File: config.mk
export PLATFORM = sky130hd
export DESIGN_NAME = window_motor_sequencer
export DESIGN_NICKNAME = d
export VERILOG_FILES = /design/src/rtl/window_motor_sequencer.sv
export SDC_FILE = /design/constraint.sdc
export NUM_CORES = 1
export LEC_CHECK = 0
export CAP_MARGIN = 20
export CORE_ASPECT_RATIO = 2
export CORE_MARGIN = 2
export CORE_UTILIZATION = 50
export CTS_CLUSTER_DIAMETER = 100
export DETAILED_ROUTE_END_ITERATION = 7
export PLACE_DENSITY = 0.8
export SLEW_MARGIN = 20
export SYNTH_ARGS = -nofsm -noshare
export SYNTH_HDL_FRONTEND = slang
export SYNTH_SLANG_ARGS = --single-unit
File: constraint.sdc
create_clock -name clk -period 5.39 [get_ports clk]
set_input_delay 0.539 -clock clk [delete_from_list [all_inputs] [get_ports clk]]
set_output_delay 0.539 -clock clk [all_outputs]
set_load 0.1 [all_outputs]
File: src/rtl/window_motor_sequencer.sv
// Serialises per-window close requests onto one motor at a time, with run timeout,
// sticky per-window faults and an enforced idle gap. Define WINDOW_SEQ_ROUND_ROBIN_EN for round-robin arbitration.
module window_motor_sequencer #(
  parameter int RUN_TIMEOUT = 1000,
  parameter int GAP_CYCLES  = 4
) (
  input  logic       clk,
  input  logic       rst_n,
  input  logic [7:0] motor_signal,
  input  logic [7:0] window_closed,
  input  logic       fault_clr,
  output logic [7:0] motor_en,
  output logic       busy,
  output logic       done,
  output logic [7:0] fault
);

  localparam int CNT_W = $clog2(RUN_TIMEOUT + 1);
  localparam int GAP_W = (GAP_CYCLES > 1) ? $clog2(GAP_CYCLES + 1) : 1;
  localparam logic [CNT_W-1:0] TIMEOUT_LAST = CNT_W'(RUN_TIMEOUT - 1);
  localparam logic [GAP_W-1:0] GAP_LAST     = GAP_W'(GAP_CYCLES - 1);

  typedef enum logic [1:0] {
    IDLE = 2'd0,
    RUN  = 2'd1,
    GAP  = 2'd2
  } state_t;

  state_t           state_r, state_s;
  logic [2:0]       sel_r, sel_s;
  logic [CNT_W-1:0] cnt_r, cnt_s;
  logic [GAP_W-1:0] gap_r, gap_s;
  logic [7:0]       pending_r, pending_s;
  logic [7:0]       fault_r, fault_s;
  logic [7:0]       motor_en_r, motor_en_s;
  logic             busy_r, busy_s;
  logic             done_r, done_s;
  logic [7:0]       clr_mask_s;
  logic [7:0]       set_fault_s;
  logic [2:0]       start_s;
  logic [3:0]       pick_s;
`ifdef WINDOW_SEQ_ROUND_ROBIN_EN
  logic [2:0]       ptr_r, ptr_s;
`endif

  function automatic logic [7:0] onehot8(input logic [2:0] idx);
    return 8'h01 << idx;
  endfunction

  // Returns {found, index} of the first set request scanning upward from start, wrapping at 8.
  function automatic logic [3:0] pick_first(input logic [7:0] req, input logic [2:0] start);
    logic [3:0] res;
    logic [2:0] idx;
    res = 4'h0;
    for (int k = 7; k >= 0; k--) begin
      idx = start + 3'(k);
      if (req[idx]) begin
        res = {1'b1, idx};
      end else begin
        res = res;
      end
    end
    return res;
  endfunction

  // Next-state, arbitration, request bookkeeping and output decode.
  always_comb begin
    state_s     = state_r;
    sel_s       = sel_r;
    cnt_s       = cnt_r;
    gap_s       = gap_r;
    motor_en_s  = motor_en_r;
    done_s      = 1'b0;
    clr_mask_s  = 8'h00;
    set_fault_s = 8'h00;
`ifdef WINDOW_SEQ_ROUND_ROBIN_EN
    ptr_s   = ptr_r;
    start_s = ptr_r;
`else
    start_s = 3'd0;
`endif
    pick_s = pick_first(pending_r, start_s);

    case (state_r)
      IDLE: begin
        motor_en_s = 8'h00;
        if (pick_s[3]) begin
          sel_s      = pick_s[2:0];
          cnt_s      = CNT_W'(0);
          motor_en_s = onehot8(pick_s[2:0]);
          state_s    = RUN;
`ifdef WINDOW_SEQ_ROUND_ROBIN_EN
          ptr_s      = pick_s[2:0] + 3'd1;
`endif
        end else begin
          state_s = IDLE;
        end
      end
      RUN: begin
        motor_en_s = onehot8(sel_r);
        // Limit switch is checked before the timeout so a close on the last cycle is a success.
        if (window_closed[sel_r]) begin
          clr_mask_s = onehot8(sel_r);
          done_s     = 1'b1;
          motor_en_s = 8'h00;
          gap_s      = GAP_W'(0);
          state_s    = GAP;
        end else if (cnt_r == TIMEOUT_LAST) begin
          clr_mask_s  = onehot8(sel_r);
          set_fault_s = onehot8(sel_r);
          motor_en_s  = 8'h00;
          gap_s       = GAP_W'(0);
          state_s     = GAP;
        end else begin
          cnt_s = cnt_r + CNT_W'(1);
        end
      end
      GAP: begin
        motor_en_s = 8'h00;
        if (gap_r == GAP_LAST) begin
          state_s = IDLE;
        end else begin
          gap_s = gap_r + GAP_W'(1);
        end
      end
      default: begin
        motor_en_s = 8'h00;
        state_s    = IDLE;
      end
    endcase

    pending_s = (pending_r | motor_signal) & ~window_closed & ~fault_r & ~clr_mask_s;
    fault_s   = (fault_clr ? 8'h00 : fault_r) | set_fault_s;
    busy_s    = (state_s != IDLE);
  end

  // State and output registers; reset stops the motor immediately.
  always_ff @(posedge clk or negedge rst_n) begin
    if (!rst_n) begin
      state_r    <= IDLE;
      sel_r      <= 3'd0;
      cnt_r      <= CNT_W'(0);
      gap_r      <= GAP_W'(0);
      pending_r  <= 8'h00;
      fault_r    <= 8'h00;
      motor_en_r <= 8'h00;
      busy_r     <= 1'b0;
      done_r     <= 1'b0;
`ifdef WINDOW_SEQ_ROUND_ROBIN_EN
      ptr_r      <= 3'd0;
`endif
    end else begin
      state_r    <= state_s;
      sel_r      <= sel_s;
      cnt_r      <= cnt_s;
      gap_r      <= gap_s;
      pending_r  <= pending_s;
      fault_r    <= fault_s;
      motor_en_r <= motor_en_s;
      busy_r     <= busy_s;
      done_r     <= done_s;
`ifdef WINDOW_SEQ_ROUND_ROBIN_EN
      ptr_r      <= ptr_s;
`endif
    end
  end

  assign motor_en = motor_en_r;
  assign busy     = busy_r;
  assign done     = done_r;
  assign fault    = fault_r;

endmodule

# Word level (Yosys, flattened, before mapping)
# Cells that the tools add are included.
classes:
  addsub: 2
  order_cmp: 1
  eq_ne: 9
  n_shift: 2
  mux: 35
  n_bitwise: 8
  n_reduce_logical: 7
ops:
  columns: ["operator", "n"]
  rows:
  - ["2-to-1 mux 8 bit", 9]
  - ["2-to-1 mux 4 bit", 8]
  - ["2-to-1 mux 10 bit", 3]
  - ["bitwise AND 8 bit", 3]
  - ["inverter 8 bit", 3]
  - ["case mux 10 bit (2 select lines)", 1]
  - ["OR 8 bit", 2]
  - ["case mux 8 bit (2 select lines)", 1]
  - ["<< shifter 1 x 3 -> 8 bit (first input constant)", 2]
  - ["adder 10 x 1 -> 10 bit (second input constant)", 1]
  - ["== test 10 bit (second input constant)", 1]
  - ["2-to-1 mux 3 bit", 3]
  - ["!= test 2 bit (second input constant)", 4]
  - ["2-to-1 mux 2 bit", 3]
  - ["case mux 2 bit (3 select lines)", 1]
  - ["case mux 3 bit (2 select lines)", 1]
  - ["nonzero test 2 bit", 3]
  - ["less-than comparator 3 x 4 -> 1 bit (second input constant)", 1]
  - ["2-to-1 mux 1 bit", 4]
  - ["AND reduction 4 bit", 1]
  - ["adder 3 x 1 -> 3 bit (second input constant)", 1]
  - ["binary-select mux 1 bit (select 3 bit)", 1]
  - ["== test 3 x 2 -> 1 bit (second input constant)", 1]
  - ["!= test 3 bit (second input constant)", 1]
  - ["other kinds (5)", 5]
word_totals:
  register_bits: 44
  inputBits: 19
  output_inout_bits: 18
  elab_cells: 73

# Logic depth before layout (Yosys ltp)
# Gate-level depths: netlist of the first run.
depth:
  depth_word: 11
  mapped_depth: 6
  ltp_nobuf: 5

# Worst setup path after synthesis of the first run
# Ideal clock, no wire load.
synth_timing:
  path_type: "input port to flip-flop"
  startpoint: "input window_closed[3]"
  endpoint: "register cnt_r[3]"
  setup_time_ns: 0.069
  arrival_ns: 1.908
  t_required_ns: 5.321
  path_slack_ns: 3.414
  path_stages: 4
  n_path_buf: 0
  path_cell_list: "mux4_2 > mux2_4 > or4_1 > nand3_1"
synth_between:
  elab_chain_len: 4
synth_rtl:
  columns: ["item", "line_no", "rtl"]
  rows:
  - ["start: declaration", "10", "input logic [7:0] window_closed,"]
  - ["binary-select mux 1 bit (select 3 bit)", "102", "if (window_closed[sel_r]) begin"]
  - ["2-to-1 mux 1 bit (implied by the code)", "102", null]
  - ["!= test 2 bit (no source line)", null, null]
  - ["AND reduction 4 bit (no source line)", null, null]
  - ["end signal: assignment", "155", "cnt_r <= cnt_s;"]
  - ["end: declaration", "31", "logic [CNT_W-1:0] cnt_r, cnt_s;"]
# Every way passes these cells. The select of a mux whose other input is x is not followed.
# A chain may end at the register's enable or synchronous reset.

# Worst setup path in the final report of the first run
layout_timing:
  startpoint: "register sel_r[0]"
  endpoint: "register pending_r[4]"
layout_between:
  elab_chain_len: 6
  elab_cells_between_ends: 8
  classes_between: "1 x shift; 5 x mux; 2 x bitwise"
layout_rtl:
  columns: ["item", "line_no", "rtl"]
  rows:
  - ["start: declaration", "30", "logic [2:0] sel_r, sel_s;"]
  - ["start signal: assignment", "154", "sel_r <= sel_s;"]
  - ["binary-select mux 1 bit (select 3 bit) / << shifter 1 x 3 -> 8 bit (equally long branches)", "102, 47", null]
  - ["2-to-1 mux 1 bit (implied by the code) / 2-to-1 mux 8 bit (equally long branches)", "102, 108", null]
  - ["2-to-1 mux 8 bit *", "102", null]
  - ["2-to-1 mux 8 bit *", "84", "case (state_r)"]
  - ["inverter 8 bit *", "132", "pending_s = (pending_r | motor_signal) & ~window_closed & ~fault_r & ~clr_mask_s;"]
  - ["bitwise AND 8 bit *", "132", null]
  - ["via pending_s[4]", "33", "logic [7:0] pending_r, pending_s;"]
  - ["end signal: assignment", "157", "pending_r <= pending_s;"]
  - ["end: declaration", "33", null]
# The timed path passes the listed nets; every way through them passes the cells marked *. The select of a mux whose other input is x is not followed.

==> reports/results.ini, run 1 <==
[status]
status=finished clean

[clock_network]
insertion_delay_ps=300
cts_resized=0
cts_setup_buffers=0
numCtsBuffers=5
cts-root-buf=clkbuf_8
cts.sinks=44
path_clk_slew_ps=80
hold_buffers=0
tritoncts=yes
htree_levels=2
cts_buffer_depth=2

[logic_synthesis]
synthTopCellsByArea=dfrtp_1 (50%), nor2_1 (3.7%), inv_1 (2.7%), o22ai_1 (2.5%), a2111oi_0 (2.4%)
syn-cell-area_um2=2210
ys_ff_latch=44
synth_cell_types=56
ys_seq_area_frac=0.498
ys.warnings.count=0
yosys.area.top_type_share=0.498
ys_top_cells_by_count=dfrtp_1 (44), nor2_1 (22), inv_1 (16)
syn_nets=237
synth_edf_count=0
avgSynthCellArea_um2=10.3
syn_inst=215
async_flop_share=1.00
yosysMostFrequentCell=dfrtp_1
synth_top_flop_cell=dfrtp_1
synth_area_leader_cell=dfrtp_1

[placement]
gp_congestion=0.932
hpwl_um=4470
port_buffers=36
pre_cts_slack_ps=2390
postPlaceCellArea_um2=2600
placedCellCount=297

[timing]
slew_viol_final=0
fin_crit_ps=2780
hold_violations=0
tightest_slew_ps=974
finalSetupViolCount=0
fmax_ghz=0.359
skew_ps=6.80
finalCritPeriodShare=0.516
setup_tns_ps=0
setup_ws_ps=2610
maxSlewHeadroom=0.349
grt_setup_unrepaired=false

[routing]
vias_per_cell=6.45
wire_per_inst_um=19.2
drtIter0Drc=84
drt-pass1-iter-count=4
drc=0
ant_nets=0
routed_wl_um=5860
vias=1967

[global_route]
grt_pass1_wl_um=9330
grt_use_total=0.252
antenna_found_initial=0
grt_max_degree=45
grt_overflow=0
grt_pass1_vias=1935

[critical_path]
critPathLaunchType=flop
crit_arrival_ps=2910
crit_cells=4
cp_max_fo=15
crit_required_ps=5520
crit_chain=mux4_2 > mux2i_4 > a211oi_1 > a2111oi_0
critPathTopFamily=multiplexers
crit_path_top_delay_cell=dfrtp_1
critPathCaptureType=flop
cp_num_buf_inv=0
reg2regPathDepth=4
crit_path_max_incr_delay_ps=650
worst-setup-path-type=flop to flop

[die]
fp-row-count=34
core_area_um2=4300
num_io_pins=37
initial_utilization=0.514
die_h_um=98.0
die_w_um=51.0
dieArea_um2=5000

[final_layout]
ff_latch_area_um2=1100
multi_input_comb_area_um2=1010
design_area_um2=2720
area_growth_syn_to_layout_pct=23.3
drive_gt1_frac=0.0757
nFillCells=377
layout.cells.non_filler=305
fin_util=0.634
fin_nets=272
antennaDiodeCount=0

[power]
powerDensity_nw_per_um2=497
peakVddDrop_mv=0.272
power.leakage_nw=1.09

[worst_hold_path]
hp-class=input pin to asynchronous set/reset pin

[run]
maxCapViolations=0

## kinds of logic (layout without fill, tap and decap cells)
| group | count (synthesis) | after routing | share of synthesized area |
|---|---|---|---|
| fa+ha+maj | 3 | 3 | 0.0170 |
| buf+inv | 25 | 61 | 0.0447 |
| simple gates | 73 | 73 | 0.171 |
| compound gates | 63 | 63 | 0.219 |
| mux | 6 | 6 | 0.0464 |
| xor+xnor | 1 | 1 | 0.00396 |
| flops | 44 | 44 | 0.498 |
## area by class of cell
class,count,share of cell area
Sequential cell,44,0.404
Inverter,17,0.0234
Clock inverter,1,0.0110
Multi-Input combinational cell,146,0.371
Timing Repair Buffer,36,0.130
Tap cell,54,0.0248
Clock buffer,7,0.0354
## worst reg2reg max path, delay by kind of cell (launching register included)
kind / cells / cell delay [ps]
multiplexers: 2 / 1060
AO/OA/AOI/OAI: 2 / 910
flip-flops: 1 / 650
## power by group
part | internal (mW) | switching (mW)
Clock | 0.164 | 0.114
Sequential | 0.397 | 0.0945
Combinational | 0.182 | 0.404
## flip-flops by register name, summed over array words and instances (netlist names), 2 cells and up
| register | cells |
|---|---|
| fault | 8 |
| pending_r | 8 |
| cnt_r | 10 |
| gap_r | 3 |
| motor_en | 8 |
| sel_r | 3 |
| state_r | 2 |
## stage by stage
stage	hold slack [ps]	power (mW)
final	378	1.36
after floorplan	243	0.919
after detailed placement	479	1.08
after CTS	427	1.36
after global routing	474	1.42
after global placement	479	1.07
## final timing paths
path / slack [ps] / endpoint / startpoint
worst max-delay path: 2610 / pending_r[4]$_DFF_PN0_ / sel_r[0]$_DFFE_PN0N_
worst min-delay path: 380 / pending_r[4]$_DFF_PN0_ / rst_n
worst max register to register: 2610 / pending_r[4]$_DFF_PN0_ / sel_r[0]$_DFFE_PN0N_
worst min register to register: 480 / pending_r[2]$_DFF_PN0_ / fault[2]$_DFF_PN0_
max in group asynchronous: 4400 / cnt_r[5]$_DFFE_PN0P_ / rst_n
min in group clk: 480 / pending_r[2]$_DFF_PN0_ / fault[2]$_DFF_PN0_
## routing by layer
layer	vias up	wire (um)	GRT usage
met5	-	0	0
met4	0	332	0.154
met3	27	250	0.0413
met2	81	3280	0.448
met1	967	2000	0.263
li1	892	-	-
## placed cells by master, fill, tap and decap left out, drive strengths merged, types with 3 or more instances in the layout
cell type,n
clkbuf,7
a211oi,3
a21oi,6
nand3,10
o211ai,3
o22ai,9
a31oi,5
nand2,10
nor2,22
a2111oi,7
or2,3
ha,3
nand2b,4
clkdlybuf4s50,35
o32ai,3
dfrtp,44
or4,3
nor2b,4
o21ai,9
inv,16
nand4,6
mux2i,3
o31ai,3
No activity file was read; power rests on OpenSTA's default activity.
==> run 2: changes to the inputs <==
--- a/config.mk
+++ b/config.mk
@@ -8,10 +8,10 @@
 export CAP_MARGIN = 20
 export CORE_ASPECT_RATIO = 2
 export CORE_MARGIN = 2
-export CORE_UTILIZATION = 50
+export CORE_UTILIZATION = 47
 export CTS_CLUSTER_DIAMETER = 100
 export DETAILED_ROUTE_END_ITERATION = 7
-export PLACE_DENSITY = 0.8
+export PLACE_DENSITY = 0.79
 export SLEW_MARGIN = 20
 export SYNTH_ARGS = -nofsm -noshare
 export SYNTH_HDL_FRONTEND = slang
==> constraint.sdc (replaced) <==
create_clock -name clk -period 2.5 [get_ports clk]
set_input_delay 0.25 -clock clk [delete_from_list [all_inputs] [get_ports clk]]
set_output_delay 0.25 -clock clk [all_outputs]
set_load 0.1 [all_outputs]
==> reports/results.ini, run 2 (synthesized netlist as in run 1, its figures left out) <==
[critical_path]
crit_arrival_ps=2350  ; -560 ps
startpoint=sel_r[0]$_DFFE_PN0N_
worst-setup-path-type=flop to flop
reg2regPathDepth=4  ; unchanged
critPathLaunchType=flop
timing.reg2reg.setup_slack_ps=290  ; -2320 ps
r2r_end=pending_r[6]$_DFF_PN0_
cp-endpoint=pending_r[6]$_DFF_PN0_
cp_max_fo=7  ; -8
crit_required_ps=2640  ; -2880 ps
r2r_start=sel_r[0]$_DFFE_PN0N_
critPathCaptureType=flop

[final_layout]
final_cell_mix=dfrtp_1 (44), buf_4 (29), nor2_1 (22)
area_growth_syn_to_layout_pct=24.9
antennaDiodeCount=0  ; unchanged
largest_register_ffs=10  ; unchanged
drive_gt1_frac=0.182  ; +0.106
fin_nets=285  ; +4.8%
fin_util=0.606  ; -0.0279
top_register=cnt_r
layout_commonest_cell=dfrtp_1
nFillCells=399  ; +5.8%
layout.cells.non_filler=319  ; +4.6%

[timing]
hold_violations=0  ; unchanged
whs_ps=409  ; +31.0 ps
fmax_ghz=0.452  ; +26%
fin_crit_ps=2210  ; -570 ps
grt_setup_unrepaired=false
skew_ps=6.16  ; -0.634 ps
setup_tns_ps=0  ; unchanged
tightest_slew_ps=703  ; -271 ps
slew_viol_final=0  ; unchanged
maxSlewHeadroom=0.530  ; +0.182
finalCritPeriodShare=0.885  ; +0.369
finalSetupViolCount=0  ; unchanged

[placement]
hpwl_um=4670  ; +4.4%
port_buffers=36  ; unchanged
gp_congestion=0.874  ; -6.3%
placedCellCount=309  ; +4.0%

[routing]
drt-pass1-iter-count=4  ; unchanged
routed_wl_um=6090  ; +3.9%
vias_per_cell=6.25  ; -3.1%
drc=0  ; unchanged
drtIter0Drc=90  ; +7.1%
ant_nets=0  ; unchanged
vias=1994  ; +1.4%
wire_per_inst_um=19.1  ; -0.65%

[power]
peakVddDrop_mv=0.626  ; +130%
p_total_mw=2.89  ; +110%
powerDensity_nw_per_um2=1050  ; +110%
power.leakage_nw=1.17  ; +7.6%

[clock_network]
cts_resized=0  ; unchanged
path_clk_slew_ps=90  ; about the same
numCtsBuffers=5  ; unchanged
cts_buffer_depth=2  ; unchanged
insertion_delay_ps=300  ; about the same
htree_levels=2  ; unchanged
cts.sinks=44  ; unchanged
tritoncts=yes
cts-root-buf=clkbuf_8

[global_route]
grt_pass1_wl_um=9690  ; +3.8%
antenna_found_initial=0  ; unchanged
grt_max_degree=45  ; unchanged
grt_overflow=0  ; unchanged
grt_use_total=0.256  ; +0.00383
grt_pass1_vias=2023  ; +4.5%

[status]
status=finished clean

[die]
core_area_um2=4550  ; +6.0%
fp-row-count=35  ; +2.9%
die_w_um=52.5  ; +2.9%
initial_utilization=0.485  ; -0.0291
die_h_um=101  ; +3.0%
dieArea_um2=5300  ; +6.0%
num_io_pins=37  ; unchanged

[run]
maxCapViolations=0  ; unchanged

[worst_hold_path]
hp-class=input pin to asynchronous set/reset pin

-- run 2: final cells by class --
class	instances	area, um^2	area share
Timing Repair Buffer	49	423	0.153
Clock buffer	7	86.3	0.0313
Sequential cell	44	1100	0.399
Inverter	17	63.8	0.0231
Clock inverter	1	7.51	0.00272
Tap cell	55	68.8	0.0249
Multi-Input combinational cell	146	1010	0.366
-- run 2: how the worst min path moves through the flow --
stage               start                    end  slack [ps]  cells after the start
floorplan           rst_n         busy$_DFF_PN0_         -50                      0
global placement    rst_n   gap_r[1]$_DFFE_PN0P_         450                      1
detailed placement  rst_n   gap_r[1]$_DFFE_PN0P_         460                      1
CTS                 rst_n  motor_en[4]$_DFF_PN0_         140                      1
global route        rst_n  motor_en[4]$_DFF_PN0_         440                      2
finish              rst_n  motor_en[3]$_DFF_PN0_         410                      2
-- run 2: critical path: stages, from the launching register on --
cell and delay [ps]:
dfrtp_1 530, mux4_2 620, mux2i_4 200, a211oi_1 130, a2111oi_0 570
-- run 2: stage by stage --
stage,instance area (um^2),setup slack [ps]
finish,2760,288
global route,2760,137
CTS,2730,292
detailed placement,2640,230
global placement,2640,249
floorplan,2210,570
-- run 2: power breakdown --
group / internal (mW) / switching [mW]
Sequential: 0.857 / 0.173
Combinational: 0.463 / 0.926
Clock: 0.225 / 0.243
Total: 1.54 / 1.34
-- run 2: repair_timing --
item,4_1_cts,5_1_grt
setup buffers,0,0
hold endpoints to repair,0,16
hold buffers,0,1
-- run 2: layer usage --
layer  GRT usage  vias up  wire length (um)
met5           0        -                 0
met3      0.0356       27               238
met1       0.253      974              2100
met2       0.458       81              3370
li1            -      912                 -
met4       0.183        0               379
==> run 3: changes to the inputs <==
--- a/config.mk
+++ b/config.mk
@@ -5,13 +5,14 @@
 export SDC_FILE = /design/constraint.sdc
 export NUM_CORES = 1
 export LEC_CHECK = 0
+export ABC_AREA = 1
 export CAP_MARGIN = 20
 export CORE_ASPECT_RATIO = 2
 export CORE_MARGIN = 2
-export CORE_UTILIZATION = 47
+export CORE_UTILIZATION = 48
 export CTS_CLUSTER_DIAMETER = 100
 export DETAILED_ROUTE_END_ITERATION = 7
-export PLACE_DENSITY = 0.79
+export PLACE_DENSITY = 0.8
 export SLEW_MARGIN = 20
 export SYNTH_ARGS = -nofsm -noshare
 export SYNTH_HDL_FRONTEND = slang
==> reports/results.ini, run 3 <==
[clock_network]
hold_buffers=0  ; unchanged
numCtsBuffers=5  ; unchanged
cts.sinks=44  ; unchanged
cts_setup_buffers=0  ; unchanged
cts_resized=0  ; unchanged
insertion_delay_ps=290  ; about the same
cts-root-buf=clkbuf_8
cts_buffer_depth=2  ; unchanged
path_clk_slew_ps=80  ; about the same
tritoncts=yes
htree_levels=2  ; unchanged

[placement]
pre_cts_slack_ps=624  ; +393 ps
postPlaceCellArea_um2=2670  ; +1.2%
hpwl_um=4240  ; -9.1%
gp_congestion=0.937  ; +7.2%
port_buffers=36  ; unchanged

[die]
die_w_um=53.3  ; +1.5%
num_io_pins=37  ; unchanged
dieArea_um2=5460  ; +3.0%
core_area_um2=4640  ; +1.9%
fp-row-count=35  ; unchanged
die_h_um=103  ; +1.5%
initial_utilization=0.502  ; +0.0165

[final_layout]
design_area_um2=2750  ; -0.36%
nFillCells=466  ; +17%
final_cell_mix=nand2_1 (82), dfrtp_1 (44), inv_1 (38), nor2_1 (38), nand3_1 (34)
fin_nets=369  ; +29%
top_register=cnt_r
fin_util=0.592  ; -0.0136
antennaDiodeCount=0  ; unchanged
largest_register_ffs=10  ; unchanged
drive_gt1_frac=0.112  ; -0.0694
area_growth_syn_to_layout_pct=18.1
layout_commonest_cell=nand2_1

[critical_path]
crit_arrival_ps=2040  ; -310 ps
crit_path_top_delay_cell=dfrtp_1
r2r_start=sel_r[0]$_DFFE_PN0N_
timing.reg2reg.setup_slack_ps=690  ; +400 ps
critPathLaunchType=flop
crit_top_cell=nand2_1
r2r_end=cnt_r[5]$_DFFE_PN0P_
reg2regPathDepth=10  ; +6
critPathCaptureType=flop
worst-setup-path-type=flop to flop
cp_max_fo=17  ; +10
cp_num_buf_inv=1  ; +1
crit_chain=inv_2 > nand2_1 > nand2_1 > nand2_1 > nand3_4 > nand2_4 > nand2_4 > nand2_2 > nand2_1 > nand2_1
crit_path_max_incr_delay_ps=600  ; -20 ps
critPathTopFamily=simple AND/OR/NAND/NOR gates
crit_required_ps=2730  ; +90 ps

[timing]
finalCritPeriodShare=0.725  ; -0.160
finalSetupViolCount=0  ; unchanged
setup_ws_ps=686  ; +399 ps
fmax_ghz=0.551  ; +22%
grt_setup_unrepaired=false
maxSlewHeadroom=0.354  ; -0.176
fin_crit_ps=1810  ; -399 ps
tightest_slew_ps=969  ; +266 ps
slew_viol_final=0  ; unchanged
skew_ps=9.33  ; +3.17 ps
hold_violations=0  ; unchanged
setup_tns_ps=0  ; unchanged

[global_route]
antenna_found_initial=0  ; unchanged
top_usage_layer=met2
use_met2=0.411  ; -0.0465
grt_use_total=0.230  ; -0.0256
met3_usage=0.0261  ; -0.00952
grt_pass1_wl_um=9240  ; -4.6%
grt_pass1_vias=2020  ; -0.15%
use_met1=0.255  ; +0.00182
grt_max_degree=45  ; unchanged
grt_overflow=0  ; unchanged

[logic_synthesis]
synth_area_leader_cell=dfrtp_1
syn_inst=308  ; +43%
syn_nets=330  ; +39%
synth_top_flop_cell=dfrtp_1
avgSynthCellArea_um2=7.56  ; -26%
yosysMostFrequentCell=nand2_1
yosys.area.top_type_share=0.473  ; -0.0254
ys_ff_latch=44  ; unchanged
syn-cell-area_um2=2330  ; +5.4%
ys_top_cells_by_count=nand2_1 (82), dfrtp_1 (44), inv_1 (38), nor2_1 (38), nand3_1 (34)
ys_seq_area_frac=0.473  ; -0.0254
ys.warnings.count=0  ; unchanged
async_flop_share=1.00  ; unchanged
synthTopCellsByArea=dfrtp_1 (47%), nand2_1 (13%), nand3_1 (7.3%), inv_1 (6.1%), nor2_1 (6.1%)
synth_edf_count=0  ; unchanged
synth_cell_types=25  ; -55%

[power]
power.leakage_nw=1.41  ; +21%
p_total_mw=2.67  ; -7.6%
seqPwrFrac=0.355  ; -0.002
powerDensity_nw_per_um2=970  ; -7.3%
peakVddDrop_mv=0.761  ; +21%
swShare=0.500  ; +0.0354
p_clk_frac=0.160  ; -0.002
power_switching_mw=1.34  ; -0.57%
p_comb_frac=0.486  ; +0.005
p_int_mw=1.33  ; -14%

[routing]
vias_per_cell=5.35  ; -14%
drt-pass1-iter-count=4  ; unchanged
routed_wl_um=5620  ; -7.7%
vias=2149  ; +7.8%
drc=0  ; unchanged
wire_per_inst_um=14.0  ; -27%
drtIter0Drc=52  ; -42%
ant_nets=0  ; unchanged

[run]
maxCapViolations=0  ; unchanged

[status]
status=finished clean

[worst_hold_path]
hp-class=input pin to asynchronous set/reset pin

[run 3: area by class of cell]
cell class	instances	area (um^2)	area share
clock buffer	5	68.8	0.0250
clock inverter	2	12.5	0.00455
inverter	41	154	0.0560
multi-input combinational	217	1020	0.371
sequential	44	1100	0.400
tap	55	68.8	0.0250
timing repair buffer	38	325	0.118
[run 3: layer usage]
layer  share of wire  wire [um]  vias up
li1                -          -     1066
met1            0.38       2110     1001
met2            0.55       3100       64
met3           0.031        172       18
met4           0.042        238        0
met5               0          0        -
[run 3: worst max path at each step]
stage	start	end	slack (ps)	cells past startpoint
final	sel_r[0]$_DFFE_PN0N_	cnt_r[5]$_DFFE_PN0P_	690	10
after global routing	sel_r[0]$_DFFE_PN0N_	cnt_r[6]$_DFFE_PN0P_	560	10
after CTS	sel_r[0]$_DFFE_PN0N_	cnt_r[5]$_DFFE_PN0P_	700	10
after detailed placement	window_closed[0]	cnt_r[5]$_DFFE_PN0P_	620	10
after global placement	window_closed[0]	cnt_r[1]$_DFFE_PN0P_	680	10
after floorplan	cnt_r[0]$_DFFE_PN0P_	cnt_r[1]$_DFFE_PN0P_	1040	10
[run 3: kinds of logic (layout without fill, tap and decap cells)]
logic type               Yosys count  in the layout  synth area share
AO/OA/AOI/OAI                     40             40            0.0908
buffers and inverters             47             86            0.0892
adder cells (fa/ha/maj)            3              3            0.0161
flip-flops                        44             44             0.473
AND/OR/NAND/NOR                  174            174             0.331
[run 3: power groups by stage]
stage	Combinational (mW)	Sequential, mW	Clock [mW]
global placement	1.28	0.953	0
finish	1.30	0.946	0.426
floorplan	0.776	1.23	0
global route	1.44	0.958	0.460
detailed placement	1.29	0.959	0
CTS	1.30	0.945	0.431
[run 3: through the flow]
| stage | instances | hold slack (ps) |
|---|---|---|
| final | 402 | 100 |
| after global placement | 395 | 458 |
| after global routing | 402 | 178 |
| after floorplan | 308 | -45.6 |
| after CTS | 402 | 137 |
| after detailed placement | 395 | 457 |
==> edit 1, RTL diff (config.mk and constraints of run 3) <==
Register the inputs `motor_signal`, `window_closed` and `fault_clr` before use, with the module's reset. The logic sees them one clock later.
--- a/src/rtl/window_motor_sequencer.sv
+++ b/src/rtl/window_motor_sequencer.sv
@@ -25,6 +25,22 @@
     RUN  = 2'd1,
     GAP  = 2'd2
   } state_t;
+
+  logic [7:0] motor_signal_q;
+  logic [7:0] window_closed_q;
+  logic fault_clr_q;
+
+  always_ff @(posedge clk or negedge rst_n) begin
+    if (!rst_n) begin
+      motor_signal_q  <= '0;
+      window_closed_q <= '0;
+      fault_clr_q     <= '0;
+    end else begin
+      motor_signal_q  <= motor_signal;
+      window_closed_q <= window_closed;
+      fault_clr_q     <= fault_clr;
+    end
+  end
 
   state_t           state_r, state_s;
   logic [2:0]       sel_r, sel_s;
@@ -99,7 +115,7 @@
       RUN: begin
         motor_en_s = onehot8(sel_r);
         // Limit switch is checked before the timeout so a close on the last cycle is a success.
-        if (window_closed[sel_r]) begin
+        if (window_closed_q[sel_r]) begin
           clr_mask_s = onehot8(sel_r);
           done_s     = 1'b1;
           motor_en_s = 8'h00;
@@ -129,8 +145,8 @@
       end
     endcase
 
-    pending_s = (pending_r | motor_signal) & ~window_closed & ~fault_r & ~clr_mask_s;
-    fault_s   = (fault_clr ? 8'h00 : fault_r) | set_fault_s;
+    pending_s = (pending_r | motor_signal_q) & ~window_closed_q & ~fault_r & ~clr_mask_s;
+    fault_s   = (fault_clr_q ? 8'h00 : fault_r) | set_fault_s;
     busy_s    = (state_s != IDLE);
   end
 
Function: changed (a bounded check fails within 4 cycles, from zero or initial values and one cycle with rst_n low).
==> edit 1 against run 3 <==
- clock power rose to 2.6 times the old value
- critical path depth unchanged
- via count increased by 6.5%
- combinational power shrank 3%
- sequential cell count is 17 higher
- power increased by 35%
- maximum frequency shrank 0.99%
- setup slack worse by 0.018 ns
- area after synthesis up 19%
- wire length up 9.5%
- largest power group unchanged
- design area up 24%
- die area up 18%
- critical path type unchanged
- first-iteration DRC count up 94%
- highest routed layer unchanged
==> edit 1: results (changes against run 3) <==
stage;metric;value;unit;change
grt;initial antenna violation count;0;;unchanged
grt;largest net degree at the start of global routing;41;;-8.9%
grt;total global-route track usage;0.212;;-0.0181
cts;Max Root-Sink Buffers;2;;unchanged
finish;share of layout cells above drive strength 1;0.134;;+0.0211
placed_design;Post-Place Cells;412;;+4.3%
placed_design;Placed Area;3150;um^2;+18%
power;Clk power;1.12;mW;+160%
timing;Slew HR;0.418;;+0.0638
cts;Skew-Pair Late Insertion Delay;0.33;ns;+0.04 ns
synth;Syn Nets;339;;+2.7%
cts;postcts setup bufs;0;;unchanged
synth;post-synthesis xor/xnor area fraction;0.00315;;+0.00315
routing;routed wire length;6.16;mm;+9.5%
cts;CTS Buf Count;9;;+4
power;VDD IR max;0.000910;V;+20%
worst_setup_path;Critical Path AT;2.10;ns;+0.06 ns
routing;Via density;5.35;;about the same
power;Pleak;1.71;nW;+21%
timing;Hold Worst Slack;0.0453;ns;-0.0549 ns
synth;top post-synthesis cells by count;nand2_1, dfrtp_1, inv_1;;
cts;clock slew at reported path FFs;0.05;ns;-0.03 ns
routing;initial drt markers;101;;+94%
synth;Yosys warning count;0;;unchanged
placed_design;hpwl dp;4.62;mm;+8.8%
timing;post-route setup slack;0.668;ns;-0.0181 ns
grt;vias in the first global route;2353;;+16%
power;sequential logic power;1.22;mW;+29%
worst_setup_path;Worst Path Max Fanout;17;;unchanged
placed_design;global placement routability congestion;0.881;;-5.9%
synth;Post-synth EDFFs;0;;unchanged
placed_design;IO Port Bufs;36;;unchanged
power;Int Pwr;2.14;mW;+60%
cts;H-tree Lvls;3;;+1
synth;Seq/Total Area, Yosys;0.550;;+0.0769
synth;top cells by area, synth;dfrtp_1, nand2_1, nand3_1, inv_1, nor2_1;;
finish;Ant. Diodes;0;;unchanged
cts;CTS Root Cell;clkbuf_16;;
finish;Largest register FFs;10;;unchanged
min_path;Hold WC Path Type;in -> async;;
synth;Synth Area per Inst;8.76;um^2;+16%
timing;clock skew;0.00457;ns;-0.00476 ns
placed_design;pre-CTS setup slack;0.712;ns;+0.0884 ns
finish;layout net count;384;;+4.1%
synth;number of library cell types mapped by synthesis;28;;+12%
finish;Biggest register;cnt_r;;
synth;post-synthesis compound-gate area fraction;0.0861;;-0.00474
power;switching share of power;0.406;;-0.0944
status;status;finished clean;;
grt;first-pass GRT wire length;10.3;mm;+12%
synth;Adder-Cell Fraction of Synth Area;0.0135;;-0.00260
finish;Final Non-Filler Cells;428;;+6.5%
edit 1: changes by cell type in the layout (fill, tap and decap cells not counted), sizes merged, moves of 2 or more:
cell / before / now
a21oi: 11 / 13
clkbuf: 5 / 15
dfrtp: 44 / 61
nand2: 86 / 79
nand3b: 0 / 8
nand4: 12 / 4
nor2: 40 / 34
nor3: 0 / 3
edit 1: logic make-up (layout without fill, tap and decap cells):
family | after synthesis | count (layout)
AND/OR/NAND/NOR | 166 | 166
flip-flops | 61 | 61
buffers and inverters | 44 | 94
AO/OA/AOI/OAI | 42 | 42
adder cells (fa/ha/maj) | 3 | 3
XOR/XNOR | 1 | 1
edit 1: metal layers:
layer / GRT usage / routed length, um / vias to the layer above
li1: - / - / 1116
met1: 0.219 / 2280 / 1078
met2: 0.356 / 3280 / 68
met3: 0.0534 / 261 / 26
met4: 0.152 / 333 / 0
met5: 0 / 0 / -
edit 1: path summary, 6_finish.rpt:
| check | startpoint | to | depth (start not counted) |
|---|---|---|---|
| max | sel_r[0] | cnt_r[2] | 10 |
| min | rst_n | window_closed_q[4] | 1 |
| max reg2reg | sel_r[0] | cnt_r[2] | 10 |
| min reg2reg | gap_r[2] | gap_r[2] | 2 |
| max in group asynchronous | rst_n | sel_r[1] | 2 |
| min in group clk | motor_signal[5] | motor_signal_q[5] | 1 |
edit 1: cell type report:
class,instances,area (um^2)
clock buffers,15,268
clock inverters,1,5.00
fillers,485,2240
inverters,39,149
multi-input cells,212,1060
flip-flops and latches,61,1530
well taps,61,76.3
repair buffers,39,333
edit 1: worst max-delay path: stages, from the launching register on:
cell and delay, ns:
dfrtp_1 0.58, inv_2 0.11, nand2_1 0.07, nand2_1 0.08
nand2_1 0.08, nand3_2 0.11, nand2_4 0.20, nand2_4 0.16
nand2_2 0.21, nand2_1 0.09, nand2_1 0.07
==> edit 2, RTL diff (flow settings as in run 3) <==
Without the edit above. `RUN_TIMEOUT`: 1000 -> 250.
--- a/src/rtl/window_motor_sequencer.sv
+++ b/src/rtl/window_motor_sequencer.sv
@@ -1,7 +1,7 @@
 // Serialises per-window close requests onto one motor at a time, with run timeout,
 // sticky per-window faults and an enforced idle gap. Define WINDOW_SEQ_ROUND_ROBIN_EN for round-robin arbitration.
 module window_motor_sequencer #(
-  parameter int RUN_TIMEOUT = 1000,
+  parameter int RUN_TIMEOUT = 250,
   parameter int GAP_CYCLES  = 4
 ) (
   input  logic       clk,
Behaviour: no difference found for any inputs over 10 cycles, from zero or initial values and one cycle with rst_n low; that may be too few to reach the edited logic, so the function may still have changed.
==> edit 2 against run 3 <==
- clock power increased by 27%
- setup slack improved by 0.095 ns
- final cell count fell by 8.0%
- wire length shrank 12%
- sequential cell count fell by 2
- area after synthesis shrank 4.9%
- global-route usage fell by 1.4 points
- critical path depth down 1
- power is 3.5% higher
- design area down 3.2%
- non-clock buffer count shrank 1
==> edit 2: results (changes against run 3) <==
stage;metric;value;unit;change
routing;initial drt markers;68;;+31%
status;status;finished clean;;
routing;WL/cell;13.3;um;-4.7%
grt;vias in the first global route;1898;;-6.0%
cts;post-CTS sizing;0;;unchanged
min_path;Hold WC Path Type;in -> async;;
grt;largest net degree at the start of global routing;43;;-4.4%
synth;top post-synthesis cells by count;nand2_1, dfrtp_1, nor2_1;;
power;VDD IR max;0.000685;V;-10%
finish;fill count;406;;-13%
placed_design;IO Port Bufs;36;;unchanged
worst_setup_path;r2r setup slk;0.78;ns;+0.09 ns
synth;number of library cell types mapped by synthesis;30;;+20%
cts;Skew-Pair Late Insertion Delay;0.30;ns;
finish;layout net count;337;;-8.7%
cts;CTS Root Cell;clkbuf_8;;
power;switching share of power;0.490;;-0.0105
routing;First-pass DRT Iterations;4;;unchanged
timing;clock skew;0.00257;ns;-0.00676 ns
power;Pleak;1.33;nW;-5.6%
synth;Syn Nets;298;;-9.7%
synth;post-synthesis compound-gate area fraction;0.0955;;+0.00467
cts;Max Root-Sink Buffers;2;;unchanged
synth;top cells by area, synth;dfrtp_1, nand2_1, nand3_1, nor2_1, inv_1;;
worst_setup_path;Critical Path AT;1.89;ns;-0.15 ns
finish;share of layout cells above drive strength 1;0.146;;+0.0336
grt;total global-route track usage;0.216;;-0.0144
timing;Tightest Pin Transition;0.911;ns;-0.0572 ns
synth;most frequent cell after synthesis;nand2_1;;
worst_setup_path;FF-to-FF path depth;9;;-1
timing;Hold Worst Slack;0.0743;ns;-0.0258 ns
worst_setup_path;Worst R2R End;busy;;
routing;DR vias;1933;;-10%
synth;Seq/Total Area, Yosys;0.475;;+0.00171
synth;Adder-Cell Fraction of Synth Area;0.0226;;+0.00648
worst_setup_path;Worst Path Max Fanout;17;;unchanged
placed_design;global placement routability congestion;0.869;;-7.3%
placed_design;pre-CTS setup slack;0.770;ns;+0.146 ns
placed_design;hpwl dp;3.65;mm;-14%
grt;first-pass GRT wire length;8.65;mm;-6.4%
[edit 2: power groups by stage]
stage | combinational [mW] | clock [mW] | sequential, mW
after detailed placement | 1.32 | 0 | 0.908
after global routing | 1.45 | 0.572 | 0.913
after floorplan | 0.851 | 0 | 1.13
final | 1.32 | 0.542 | 0.897
after global placement | 1.28 | 0 | 0.905
after CTS | 1.33 | 0.546 | 0.895
[edit 2: critical path: stages (launching register included)]
cell     delay [ns]
dfrtp_1        0.56
inv_2          0.12
nand2_1        0.08
nand2_1        0.06
nand2_1        0.08
nand3_2        0.11
nand2_4        0.20
nand2_8        0.14
nand2_2        0.14
nand3_1        0.09
[edit 2: routing by layer]
metal  global-route usage  part of all wire  vias to the layer above
met4               0.0688             0.016                        0
met5                    0                 0                        -
met2                0.350              0.51                       58
li1                     -                 -                      971
met1                0.290              0.43                      893
met3               0.0342             0.037                       11
[edit 2: cells by family after synthesis]
kind of cell,after synthesis
adders and majority gates,4
and+or+nand+nor,149
AOI/OAI and AO/OA,40
DFF,42
buffers and inverters,40
[edit 2: worst max-delay path by stage]
| stage | startpoint | end | slack [ns] |
|---|---|---|---|
| after detailed placement | window_closed[1] | cnt_r[6] | 0.77 |
| after global routing | pending_r[3] | cnt_r[4] | 0.59 |
| after CTS | sel_r[0] | busy | 0.80 |
| after global placement | window_closed[0] | pending_r[6] | 0.79 |
| final | sel_r[0] | busy | 0.78 |
| after floorplan | cnt_r[0] | cnt_r[0] | 1.03 |
[edit 2: per-stage QoR]
stage | std cells | cell area (um^2)
2_1_floorplan | 275 | 2210
3_3_place_gp | 362 | 2550
3_5_place_dp | 362 | 2550
4_1_cts | 370 | 2660
5_1_grt | 370 | 2660
6_report | 370 | 2660
[edit 2: cell type report]
type | count | share of cell area
clock buffer | 5 | 0.0258
clock inverter | 3 | 0.0150
inverter | 35 | 0.0503
multi-input combinational | 193 | 0.369
sequential | 42 | 0.395
tap | 55 | 0.0258
timing repair buffer | 37 | 0.119
